**src/rtl/fsm_result_unload.sv**
```systemverilog
// rtl/fsm_result_unload.sv - unloads the N x N result matrix from RAM to the UART, four bytes per word MSB first
module fsm_result_unload #(
   parameter int N      = 4,
   parameter int ADDR_W = 11,
   parameter int DATA_W = 32,
   parameter int RD_LAT = 1
) (
   input  logic              clk,
   input  logic              rst,
   input  logic              start,
   output logic [ADDR_W-1:0] ram_c_rd_addr,
   input  logic [DATA_W-1:0] ram_c_rd_data,
   output logic [7:0]        uart_tx_data,
   output logic              uart_send_data,
   input  logic              uart_tx_done,
   output logic              busy,
   output logic              done,
   output logic [3:0]        state_val
);

   localparam logic [3:0] IDLE    = 4'd0;
   localparam logic [3:0] RD_WAIT = 4'd1;
   localparam logic [3:0] LATCH   = 4'd2;
   localparam logic [3:0] SEND    = 4'd3;
   localparam logic [3:0] WAIT_TX = 4'd4;
   localparam logic [3:0] FINISH  = 4'd5;

   localparam int CW = (N > 1) ? $clog2(N) : 1;
   localparam logic [CW-1:0] LAST = CW'(N - 1);

   logic [3:0]        state;
   logic [CW-1:0]     row;
   logic [CW-1:0]     col;
   logic [1:0]        byte_idx;
   logic [1:0]        rd_cnt;
   logic [DATA_W-1:0] word;

   function automatic logic [ADDR_W-1:0] addr_of(input logic [CW-1:0] r, input logic [CW-1:0] c);
      return ADDR_W'(int'(r) * N + int'(c));
   endfunction

   function automatic logic [7:0] sel_byte(input logic [DATA_W-1:0] w, input logic [1:0] b);
      case (b)
         2'd0:    return w[31:24];
         2'd1:    return w[23:16];
         2'd2:    return w[15:8];
         default: return w[7:0];
      endcase
   endfunction

   assign state_val = state;

   always_ff @(posedge clk or posedge rst) begin
      if (rst) begin
         state          <= IDLE;
         row            <= '0;
         col            <= '0;
         byte_idx       <= '0;
         rd_cnt         <= '0;
         word           <= '0;
         ram_c_rd_addr  <= '0;
         uart_tx_data   <= '0;
         uart_send_data <= 1'b0;
         busy           <= 1'b0;
         done           <= 1'b0;
      end else begin
         uart_send_data <= 1'b0;
         done           <= 1'b0;
         case (state)
            IDLE: begin
               if (start) begin
                  row           <= '0;
                  col           <= '0;
                  ram_c_rd_addr <= '0;
                  rd_cnt        <= 2'(RD_LAT - 1);
                  busy          <= 1'b1;
                  state         <= RD_WAIT;
               end
            end
            RD_WAIT: begin
               if (rd_cnt == 2'd0) state <= LATCH;
               else                rd_cnt <= rd_cnt - 2'd1;
            end
            LATCH: begin
               word           <= ram_c_rd_data;
               byte_idx       <= 2'd0;
               uart_tx_data   <= sel_byte(ram_c_rd_data, 2'd0);
               uart_send_data <= 1'b1;
               state          <= SEND;
            end
            SEND: state <= WAIT_TX;
            WAIT_TX: begin
               if (uart_tx_done) begin
                  if (byte_idx != 2'd3) begin
                     byte_idx       <= byte_idx + 2'd1;
                     uart_tx_data   <= sel_byte(word, byte_idx + 2'd1);
                     uart_send_data <= 1'b1;
                     state          <= SEND;
                  end else if (row == LAST && col == LAST) begin
                     done  <= 1'b1;
                     busy  <= 1'b0;
                     state <= FINISH;
                  end else begin
                     // Cross-word fetch waits one cycle longer than the initial fetch.
                     if (col == LAST) begin
                        col           <= '0;
                        row           <= row + CW'(1);
                        ram_c_rd_addr <= addr_of(row + CW'(1), '0);
                     end else begin
                        col           <= col + CW'(1);
                        ram_c_rd_addr <= addr_of(row, col + CW'(1));
                     end
                     rd_cnt <= 2'(RD_LAT);
                     state  <= RD_WAIT;
                  end
               end
            end
            FINISH:  state <= IDLE;
            default: state <= IDLE;
         endcase
      end
   end

endmodule

```
**config.mk**
```make
export PLATFORM = sky130hd
export DESIGN_NAME = fsm_result_unload
export DESIGN_NICKNAME = d
export VERILOG_FILES = /design/src/rtl/fsm_result_unload.sv
export SDC_FILE = /design/constraint.sdc
export NUM_CORES = 1
export LEC_CHECK = 0
export ABC_AREA = 1
export BUFFER_PORTS_ARGS = -buffer_cell sky130_fd_sc_hd__buf_2
export CAP_MARGIN = 30
export CORE_ASPECT_RATIO = 1.4
export CORE_MARGIN = 5
export CORE_UTILIZATION = 30
export DETAILED_ROUTE_END_ITERATION = 8
export GPL_TIMING_DRIVEN = 1
export PLACE_DENSITY = 0.52
export SLEW_MARGIN = 5
export SYNTH_ARGS = -nofsm -noshare
export SYNTH_HDL_FRONTEND = slang
export SYNTH_SLANG_ARGS = --single-unit
```
**constraint.sdc**
```tcl
create_clock -name clk -period 4.4 [get_ports clk]
set_clock_uncertainty 0.1 [all_clocks]
set_input_delay 0.22 -clock clk [delete_from_list [all_inputs] [get_ports clk]]
set_output_delay 0.22 -clock clk [all_outputs]
set_load 0.02 [all_outputs]
```
# Word level (Yosys, flattened, before mapping)
# Index checks and enable logic that the tools add are counted.
[word_totals]
output_inout_bits = 26
register_bits = 66
elab_cells = 94
[classes]
add_sub_neg = 5
mux = 47
eq_ne = 18
reduce_logical = 13
[ops]
columns = ["operator", "n"]
rows = [
  ["two-way mux 11 bit", 4],
  ["two-way mux 2 bit", 15],
  ["one-hot mux 8 bit (3 select lines)", 1],
  ["one-hot mux 11 bit (2 select lines)", 1],
  ["!= test 2 bit, second input constant", 10],
  ["one-hot mux 4 bit (5 select lines)", 1],
  ["two-way mux 8 bit", 2],
  ["one-hot mux 8 bit (2 select lines)", 1],
  ["two-way mux 4 bit", 3],
  ["one-hot mux 2 bit (2 select lines)", 3],
  ["AND reduction 6 bit", 2],
  ["two-way mux 1 bit", 10],
  ["AND reduction 5 bit", 2],
  ["equality test 4 x 2 -> 1 bit, second input constant", 2],
  ["adder 2 x 1 -> 2 bit, second input constant", 3],
  ["equality test 2 bit, second input constant", 3],
  ["two-way mux 3 bit", 2],
  ["one-hot mux 2 bit (3 select lines)", 1],
  ["AND reduction 3 bit", 2],
  ["adder 4 x 2 -> 5 bit", 1],
  ["two-way mux 5 bit", 1],
  ["equality test 4 x 1 -> 1 bit, second input constant", 1],
  ["equality test 4 x 3 -> 1 bit, second input constant", 1],
  ["logical NOT 2 bit", 2],
  ["other kinds (7)", 9],
]

# Longest topological paths before layout
# Gate-level depths: netlist of run 1.
[logic_depth]
depth_word = 7
mapped_depth = 10

# Worst setup path after synthesis of run 1
# OpenSTA, ideal clock, no wires.
[synth_timing]
path_kind = "register -> register"
from = "reg col[0]"
to = "reg col[0]"
path_stages_with_launch = 8
setup_slack_ns = 2.830
arrival_ns = 1.353
setup_time_ns = 0.117
t_required_ns = 4.183
n_path_buf = 0
cell_sequence = "dfrtp_1 -> ha_1 -> nand2_1 -> inv_1 -> a21oi_1 -> nand2_2 -> nand2_1 -> nand2_1"
[synth_between]
elab_chain_len = 6
[synth_rtl]
columns = ["element", "line_no", "rtl"]
rows = [
  ["from (decl)", "33", "logic [CW-1:0] col;"],
  ["from (signal assigned)", "110", "col <= col + CW'(1);"],
  ["adder 2 x 1 -> 2 bit or equality test 2 bit (tied branches)", "110, 99, 105", ""],
  ["two-way mux 2 bit", "105", "if (col == LAST) begin"],
  ["two-way mux 2 bit", "99", "end else if (row == LAST && col == LAST) begin"],
  ["two-way mux 2 bit", "94", "if (byte_idx != 2'd3) begin"],
  ["two-way mux 2 bit", "93", "if (uart_tx_done) begin"],
  ["one-hot mux 2 bit (2 select lines)", "69", "case (state)"],
]
# Several ways; a longest one is shown, not always the timed one. The select of a mux whose other input is x is not followed.
# A chain may end at the register's enable or synchronous reset.

# Worst setup path in the final report of run 1
[layout_timing]
from = "reg state[2] (netlist: state_val[2])"
to = "reg uart_tx_data[5]"
[layout_between]
elab_chain_len = 3
[layout_rtl]
columns = ["element", "line_no", "rtl"]
rows = [
  ["from (decl)", "31", "logic [3:0] state;"],
  ["from (signal assigned)", "55", "state <= IDLE;"],
  ["from (signal assigned)", "77", "state <= RD_WAIT;"],
  ["from (signal assigned)", "81", "if (rd_cnt == 2'd0) state <= LATCH;"],
  ["equality test 4 x 3 -> 1 bit or equality test 4 x 2 -> 1 bit (tied branches)", "69", ""],
  ["!= test 2 bit (no source line) or nonzero test 2 bit (tied branches)", "-", ""],
  ["AND reduction 3 bit (no source line)", "-", ""],
  ["to (signal assigned)", "87", "uart_tx_data <= sel_byte(ram_c_rd_data, 2'd0);"],
  ["to (signal assigned)", "96", "uart_tx_data <= sel_byte(word, byte_idx + 2'd1);"],
  ["to (decl)", "13", "output logic [7:0] uart_tx_data,"],
]
# Several ways; a longest one is shown, not always the timed one.

==> results.yml, run 1 <==
timing:
  fin_crit_ns: 2.17
  worstMarginPinSlew_ns: 0.743
  finalSetupViolations: 0
  drv_slew: 0
  fmax_ghz: 0.460
  min_period_over_period_pct: 49.4
  rsz0062_at_grt: "no"
  slew_headroom_pct: 50.5
  finalHoldViolCount: 0
  fin_tns_setup_ns: 0
cells_and_area:
  register_area_sq_um: 1400
  syn2layout_area_growth_pct: 15.4
  final_core_util_pct: 35.3
  finalNetCount: 409
  num_antenna_cells: 0
  multi_input_area_sq_um: 1410
  final_common_cell: "nand2_1"
  drive_above_1_share_pct: 29.7
  fillCellCount: 1048
  mostFrequentLayoutCells: "98 x nand2_1, 56 x dfrtp_1, 53 x buf_2"
worst_hold_path:
  hold_class: "in -> async"
route:
  drt-total-wl_um: 7180
  vias_per_cell: 4.38
  drt_iter0_drc: 102
  ant_nets: 0
  drtPass1Iterations: 5
  num_vias: 2197
  wire_per_inst_um: 14.3
  drc: 0
global_route:
  track_usage_pct: 12.4
  grt_pass1_vias: 2283
  grt_max_degree: 57
  grt_remaining_overflow: 0
  grt_first_pass_wirelength_um: 11700
  antenna_found_initial: 0
cts:
  holdBufCountCts: 0
  cts_tree: "yes"
  clk_latency_ns: 0.29
  post_cts.repair.setup_buffers: 0
  h-tree-depth: 2
  clk_path_buf_depth: 2
  numCtsBuffers: 5
  cts_sinks: 56
  clkTransAtPathRegs_ns: 0.07
  cts.repair.resized: 0
  root_buffer: "clkbuf_16"
setup_path:
  reg2reg_setup_slack_ns: 2.23
  start_kind: "flop"
  ff2ff_path_depth: 7
  crit_type: "reg -> reg"
  critical_path.max_fanout: 33
  required_ns: 4.48
  worstSetupEndpointType: "flop"
  arrival_ns: 2.25
logic_synthesis:
  syn_avg_cell_area_sq_um: 9.46
  ys_seq_area_share_pct: 46.6
  ys_types: 28
  synth_compound_area_share_pct: 3.58
  synth-seq-cells: 56
  yosys.area_share.simple_pct: 23.3
  yosys_warnings: 0
  synth_fa_ha_area_share_pct: 2.91
  synth_top_family_by_area: "simple AND/OR/NAND/NOR gates"
  synth_area_sq_um: 3010
  synth_xor_area_share_pct: 0.291
  yosys-mux-area-fraction_pct: 15.7
  syn_inst: 318
floorplanning:
  die_h_um: 129
  initial_core_util_pct: 30.6
  rows: 43
  coreArea_sq_um: 9850
  die_area_sq_um: 12200
  pin_count: 62
  fp.dieW_um: 94.6
pwr:
  p_sw_mw: 0.970
  p_seq_share_pct: 37.8
  p_sw_share_pct: 39.1
  ir_worst_vdd_v: 0.000226
  powerDensity_nw_per_um2: 715
  clkPwrFrac_pct: 16.3
  p_total_mw: 2.48
  internal_power_mw: 1.51
  combPwrFrac_pct: 45.9
  total_leakage_power_nw: 1.89
placed_design:
  portBuffers: 53
  dp_hpwl_um: 5320
  gp_congestion: 0.864
flow_run:
  drv_cap: 0
run_status:
  status: "finished clean"
kinds of logic after synthesis:
group | Yosys count
mux | 32
compound gates | 20
simple gates | 162
flops | 56
xor+xnor | 1
fa+ha+maj | 7
buf+inv | 39
other cells | 1
power by group through the flow:
stage,combinational (mW),sequential (mW),clock [mW]
after detailed placement,1.15,0.941,0
after global placement,1.13,0.942,0
after global routing,1.27,0.969,0.444
final,1.14,0.938,0.404
after floorplan,0.907,0.944,0
after CTS,1.15,0.940,0.420
cells in the mapped netlist:
cell type  count  area [sq um]
o21ai_0        5          25.0
buf_4         10          75.1
mux2_4        30           450
nor3_1         1          5.00
clkinv_2       1          5.00
nand2_1       98           368
inv_2          3          11.3
buf_1          1          3.75
o21ai_2        2          17.5
nor2_4         2          22.5
a21oi_1       12          60.1
nand3_2        2          20.0
nand3_1       25           125
mux2_2         2          22.5
conb_1         1          3.75
clkbuf_1       1          3.75
xnor2_1        1          8.76
dfrtp_1       56          1400
inv_1         15          56.3
nand3_4        1          17.5
nor2_1        28           105
buf_6          5          56.3
nand3b_1       1          7.51
ha_1           7          87.6
nand2_2        3          18.8
nand2_4        1          11.3
o21ai_1        1          5.00
buf_2          3          15.0
layout make-up:
| type | count | share of cell area (%) |
|---|---|---|
| flip-flops and latches | 56 | 40.3 |
| multi-input cells | 230 | 40.5 |
| well taps | 135 | 4.86 |
| inverters | 19 | 2.09 |
| clock inverters | 1 | 0.216 |
| clock buffers | 7 | 4.11 |
| repair buffers | 54 | 7.85 |
layer usage:
metal	vias up	share of wire (%)	track usage, %
met2	53	53	22.5
met4	0	1.4	3.82
met3	4	4.2	2.16
met5	-	0	0
met1	1044	41	14.6
li1	1096	-	-
registers in the layout, summed over array words and instances, names as in the netlist, 2 cells and up:
signal	flops
byte_idx	2
rd_cnt	2
ram_c_rd_addr	3
word	32
row	2
state_val	3
uart_tx_data	8
stage by stage:
step	hold slack [ns]	setup slack, ns	area, sq um	std cells
3_3_place_gp	0.355	2.27	3320	494
4_1_cts	0.0535	2.17	3470	502
3_5_place_dp	0.356	2.19	3320	494
2_1_floorplan	0.267	2.71	3040	325
5_1_grt	0.0483	1.99	3470	502
6_report	0.0309	2.23	3470	502
final timing paths:
| path | from | to |
|---|---|---|
| min in group clk | ram_c_rd_data[3] | word[3]$_DFFE_PP0N_ |
| max reg2reg | state_val[2]$_DFFE_PP0P_ | uart_tx_data[5]$_DFFE_PP0P_ |
| max in group asynchronous | rst | word[29]$_DFFE_PP0N_ |
| max | state_val[2]$_DFFE_PP0P_ | uart_tx_data[5]$_DFFE_PP0P_ |
| min reg2reg | ram_c_rd_addr[2]$_DFFE_PP0P_ | ram_c_rd_addr[2]$_DFFE_PP0P_ |
| min | rst | rd_cnt[1]$_DFFE_PP0P_ |
critical path, stage by stage, from the launching register on:
cell and delay, ns:
dfrtp_1 0.58, inv_2 0.14, nand3_4 0.46, nand2_1 0.18
nand2_2 0.25, clkinv_2 0.19, nand2_1 0.10, nand2_1 0.05
(Power assumes the default switching activity.)
==> run 2, diff against run 1 <==
- clock period: 4.4 -> 2.22 ns (I/O delays scaled with it)
==> results.yml, run 2 (same netlist as run 1, synthesis figures left out) <==
cells_and_area:
  largest_register_ffs: 32
  stdcell_count: 539
  fillCellCount: 996
  multi_input_area_sq_um: 1410
  drive_above_1_share_pct: 28.2
  final_core_util_pct: 39.2
  largest_register: "word"
  reg_top3: "word (32), uart_tx_data (8)"
  syn2layout_area_growth_pct: 28.4
  finalNetCount: 446
  mostFrequentLayoutCells: "98 x nand2_1, 56 x dfrtp_1, 53 x buf_2"
  num_antenna_cells: 0
  register_area_sq_um: 1400
  final_common_cell: "nand2_1"
setup_path:
  critPathTopFamily: "simple AND/OR/NAND/NOR gates"
  crit_chain: "inv_2 > nand3_4 > nand2_1 > nand2_2 > clkinv_2 > nand2_1 > nand2_1"
  start_kind: "flop"
  crit_type: "reg -> reg"
  cp.buffers_inverters: 2
  max_stage_delay_ns: 0.56
  required_ns: 2.31
  cpMaxStageDelayCell: "dfrtp_1"
  arrival_ns: 1.98
  critPathMostFrequentCell: "nand2_1"
  worstSetupEndpointType: "flop"
  critical_path.max_fanout: 13
timing:
  worstMarginPinSlew_ns: 0.633
  fin_tns_setup_ns: 0
  min_period_over_period_pct: 85.5
  rsz0062_at_grt: "no"
  fmax_ghz: 0.527
  fin_crit_ns: 1.90
  drv_slew: 0
  finalSetupViolations: 0
  whs_ns: 0.0102
  finalHoldViolCount: 0
  slew_headroom_pct: 57.8
route:
  drt-total-wl_um: 7560
  drt_iter0_drc: 94
  vias_per_cell: 4.32
  drc: 0
  wire_per_inst_um: 14.0
  drtPass1Iterations: 4
  ant_nets: 0
  num_vias: 2330
placed_design:
  portBuffers: 53
  dp.cells: 498
  gp_congestion: 0.822
  dp_hpwl_um: 5430
worst_hold_path:
  hold_class: "in -> reg"
floorplanning:
  initial_core_util_pct: 30.6
  fp.dieW_um: 94.6
  die_area_sq_um: 12200
  die_h_um: 129
  pin_count: 62
  rows: 43
  coreArea_sq_um: 9850
cts:
  holdBufCountCts: 33
  post_cts.repair.setup_buffers: 0
  root_buffer: "clkbuf_16"
  cts_tree: "yes"
  cts.repair.resized: 0
  clkTransAtPathRegs_ns: 0.07
  clk_path_buf_depth: 2
  numCtsBuffers: 5
  clk_latency_ns: 0.29
  cts_sinks: 56
  h-tree-depth: 2
global_route:
  grt_first_pass_wirelength_um: 12500
  grt_max_degree: 31
  antenna_found_initial: 0
  grt_remaining_overflow: 0
  grt_pass1_vias: 2488
  track_usage_pct: 13.2
pwr:
  ir_worst_vdd_v: 0.000466
  powerDensity_nw_per_um2: 1300
  p_total_mw: 5.02
  total_leakage_power_nw: 2.06
run_status:
  status: "finished clean"
flow_run:
  drv_cap: 0
-- run 2: routing by layer --
metal	up-vias	global-route usage (%)	share of wire (%)	wire (um)
met2	53	24.7	53	4030
met4	0	2.55	0.64	48
met5	-	0	0	0
li1	1171	-	-	-
met3	5	2.34	4.3	324
met1	1101	15.6	42	3160
-- run 2: cell type report --
cell class              count  area share, %
multi-input cells         230           36.4
inverters                  19           1.88
clock inverters             2          0.389
repair buffers             91           17.0
well taps                 135           4.37
flip-flops and latches     56           36.3
clock buffers               6           3.60
-- run 2: final timing paths --
path / startpoint / endpoint / slack, ns / cells past startpoint
worst max-delay path: state_val[0]$_DFFE_PP0P_ / uart_tx_data[2]$_DFFE_PP0P_ / 0.32 / 7
worst min-delay path: uart_tx_done / done$_DFF_PP0_ / 0.01 / 3
worst max register to register: state_val[0]$_DFFE_PP0P_ / uart_tx_data[2]$_DFFE_PP0P_ / 0.32 / 7
worst min register to register: ram_c_rd_addr[2]$_DFFE_PP0P_ / ram_c_rd_addr[2]$_DFFE_PP0P_ / 0.38 / 2
max in group asynchronous: rst / ram_c_rd_addr[2]$_DFFE_PP0P_ / 1.10 / 4
min in group asynchronous: rst / word[0]$_DFFE_PP0N_ / 0.34 / 3
-- run 2: worst register-to-register path, stage by stage, from the launching register on --
cell and delay, ns:
dfrtp_1 0.56, inv_2 0.11, nand3_4 0.26, nand2_1 0.14
nand2_2 0.25, clkinv_2 0.22, nand2_1 0.12, nand2_1 0.05
-- run 2: where the power goes --
part / internal [mW] / total, mW / switching (mW)
logic: 1.12 / 2.36 / 1.24
registers: 1.49 / 1.84 / 0.345
clock network: 0.450 / 0.822 / 0.372
-- run 2: stage by stage --
stage               setup WS, ns  cell area [sq um]
detailed placement         0.323               3380
finish                     0.322               3860
CTS                        0.301               3860
floorplan                  0.638               3040
global route               0.165               3860
global placement           0.408               3380
==> run 3, diff against run 2 <==
- REMOVE_ABC_BUFFERS: default -> 1
==> results.yml, run 3 (same netlist as run 1, synthesis figures left out) <==
floorplanning:
  coreArea_sq_um: 9850
  die_area_sq_um: 12200
  initial_core_util_pct: 30.6
  pin_count: 62
  fp.dieW_um: 94.6
  rows: 43
  die_h_um: 129
pwr:
  powerDensity_nw_per_um2: 1290
  total_leakage_power_nw: 2.05
  ir_worst_vdd_v: 0.000625
global_route:
  grt_first_pass_wirelength_um: 12400
  track_usage_pct: 13.1
  grt_remaining_overflow: 0
  grt_pass1_vias: 2530
  antenna_found_initial: 0
  grt_max_degree: 35
setup_path:
  worstSetupEndpointType: "flop"
  critPathLaunch: "byte_idx[0]$_DFFE_PP0P_"
  ff2ff_path_depth: 9
  critical_path.max_fanout: 9
  crit_end: "uart_tx_data[7]$_DFFE_PP0P_"
  required_ns: 2.30
  r2r_end: "uart_tx_data[7]$_DFFE_PP0P_"
  crit_type: "reg -> reg"
  arrival_ns: 1.96
  start_kind: "flop"
  r2r_start: "byte_idx[0]$_DFFE_PP0P_"
  reg2reg_setup_slack_ns: 0.35
cells_and_area:
  mostFrequentLayoutCells: "98 x nand2_1, 56 x dfrtp_1, 53 x buf_2"
  largest_register: "word"
  finalNetCount: 445
  fin_area_sq_um: 3850
  syn2layout_area_growth_pct: 27.9
  reg_top3: "word (32), uart_tx_data (8)"
  final_common_cell: "nand2_1"
  final_core_util_pct: 39.1
  num_antenna_cells: 0
  largest_register_ffs: 32
  drive_above_1_share_pct: 27.3
route:
  num_vias: 2351
  vias_per_cell: 4.37
  ant_nets: 0
  drc: 0
  drt-total-wl_um: 7510
  wire_per_inst_um: 14.0
  drtPass1Iterations: 4
  drt_iter0_drc: 82
run_status:
  status: "finished clean"
timing:
  min_period_over_period_pct: 84.5
  slew_headroom_pct: 64.6
  fin_crit_ns: 1.87
  finalHoldViolCount: 0
  worstMarginPinSlew_ns: 0.531
  finalSetupViolations: 0
  drv_slew: 0
  fmax_ghz: 0.533
  fin_tns_setup_ns: 0
  rsz0062_at_grt: "no"
cts:
  root_buffer: "clkbuf_16"
  h-tree-depth: 2
  clkTransAtPathRegs_ns: 0.07
  cts_sinks: 56
  cts.repair.resized: 0
  clk_path_buf_depth: 2
  clk_latency_ns: 0.29
  numCtsBuffers: 5
  cts_tree: "yes"
placed_design:
  dp_hpwl_um: 5150
  portBuffers: 53
  postPlaceCellArea_sq_um: 3360
  gp_congestion: 0.757
flow_run:
  drv_cap: 0
worst_hold_path:
  hold_class: "in -> reg"
## run 3: cell count changes in the layout (fill, tap and decap cells not counted)
cell	previous run	this run
dlygate4sd3_1	33	34
clkinvlp_4	2	0
clkbuf_1	0	2
buf_4	3	1
## run 3: layer usage
| layer | vias to the layer above | share of wire, % | GRT usage, % |
|---|---|---|---|
| met4 | 0 | 1.5 | 3.91 |
| met3 | 8 | 4.7 | 2.98 |
| met2 | 47 | 51 | 23.5 |
| li1 | 1171 | - | - |
| met5 | - | 0 | 0 |
| met1 | 1125 | 43 | 15.4 |
## run 3: worst max-delay path: stages, from the launching register on
cell,delay (ns)
dfrtp_1,0.42
inv_1,0.13
ha_1,0.40
inv_1,0.27
nor2_1,0.14
nor2_1,0.06
nand2_1,0.07
nand2_1,0.07
nand2_1,0.06
nand2_1,0.06
## run 3: what timing repair did
action                                 4_1_cts  5_1_grt
endpoints found under the hold margin       55        0
buffers inserted                             0        0
hold buffers                                34        0
## run 3: worst min path at each step
stage                      start                       end  slack [ns]  depth (start not counted)
floorplan           uart_tx_done            done$_DFF_PP0_        0.16                          2
global placement             rst      word[31]$_DFFE_PP0N_        0.09                          2
detailed placement           rst      word[23]$_DFFE_PP0N_        0.09                          2
CTS                        start  state_val[0]$_DFFE_PP0P_        0.21                          5
global route               start  state_val[0]$_DFFE_PP0P_        0.23                          5
finish                     start  state_val[0]$_DFFE_PP0P_        0.22                          5
## run 3: where the power goes
group | total, mW | internal, mW | switching, mW | leakage (nW)
Sequential | 1.85 | 1.49 | 0.358 | 0.685
Clock | 0.815 | 0.452 | 0.363 | 0.0712
Combinational | 2.32 | 1.11 | 1.21 | 1.30
## run 3: final cells by class
cell class / instances / area [sq um]
fillers: 1012 / 6000
repair buffers: 90 / 653
flip-flops and latches: 56 / 1400
well taps: 135 / 169
multi-input cells: 230 / 1410
clock buffers: 8 / 146
inverters: 19 / 72.6
## run 3: through the flow
stage	hold slack [ns]	worst slack [ns]	cells	power, mW
2_1_floorplan	0.158	0.232	305	3.56
3_5_place_dp	0.0905	0.324	496	4.16
6_report	0.219	0.345	538	4.99
5_1_grt	0.234	0.100	538	5.39
4_1_cts	0.213	0.315	538	5.05
3_3_place_gp	0.0896	0.355	496	4.14
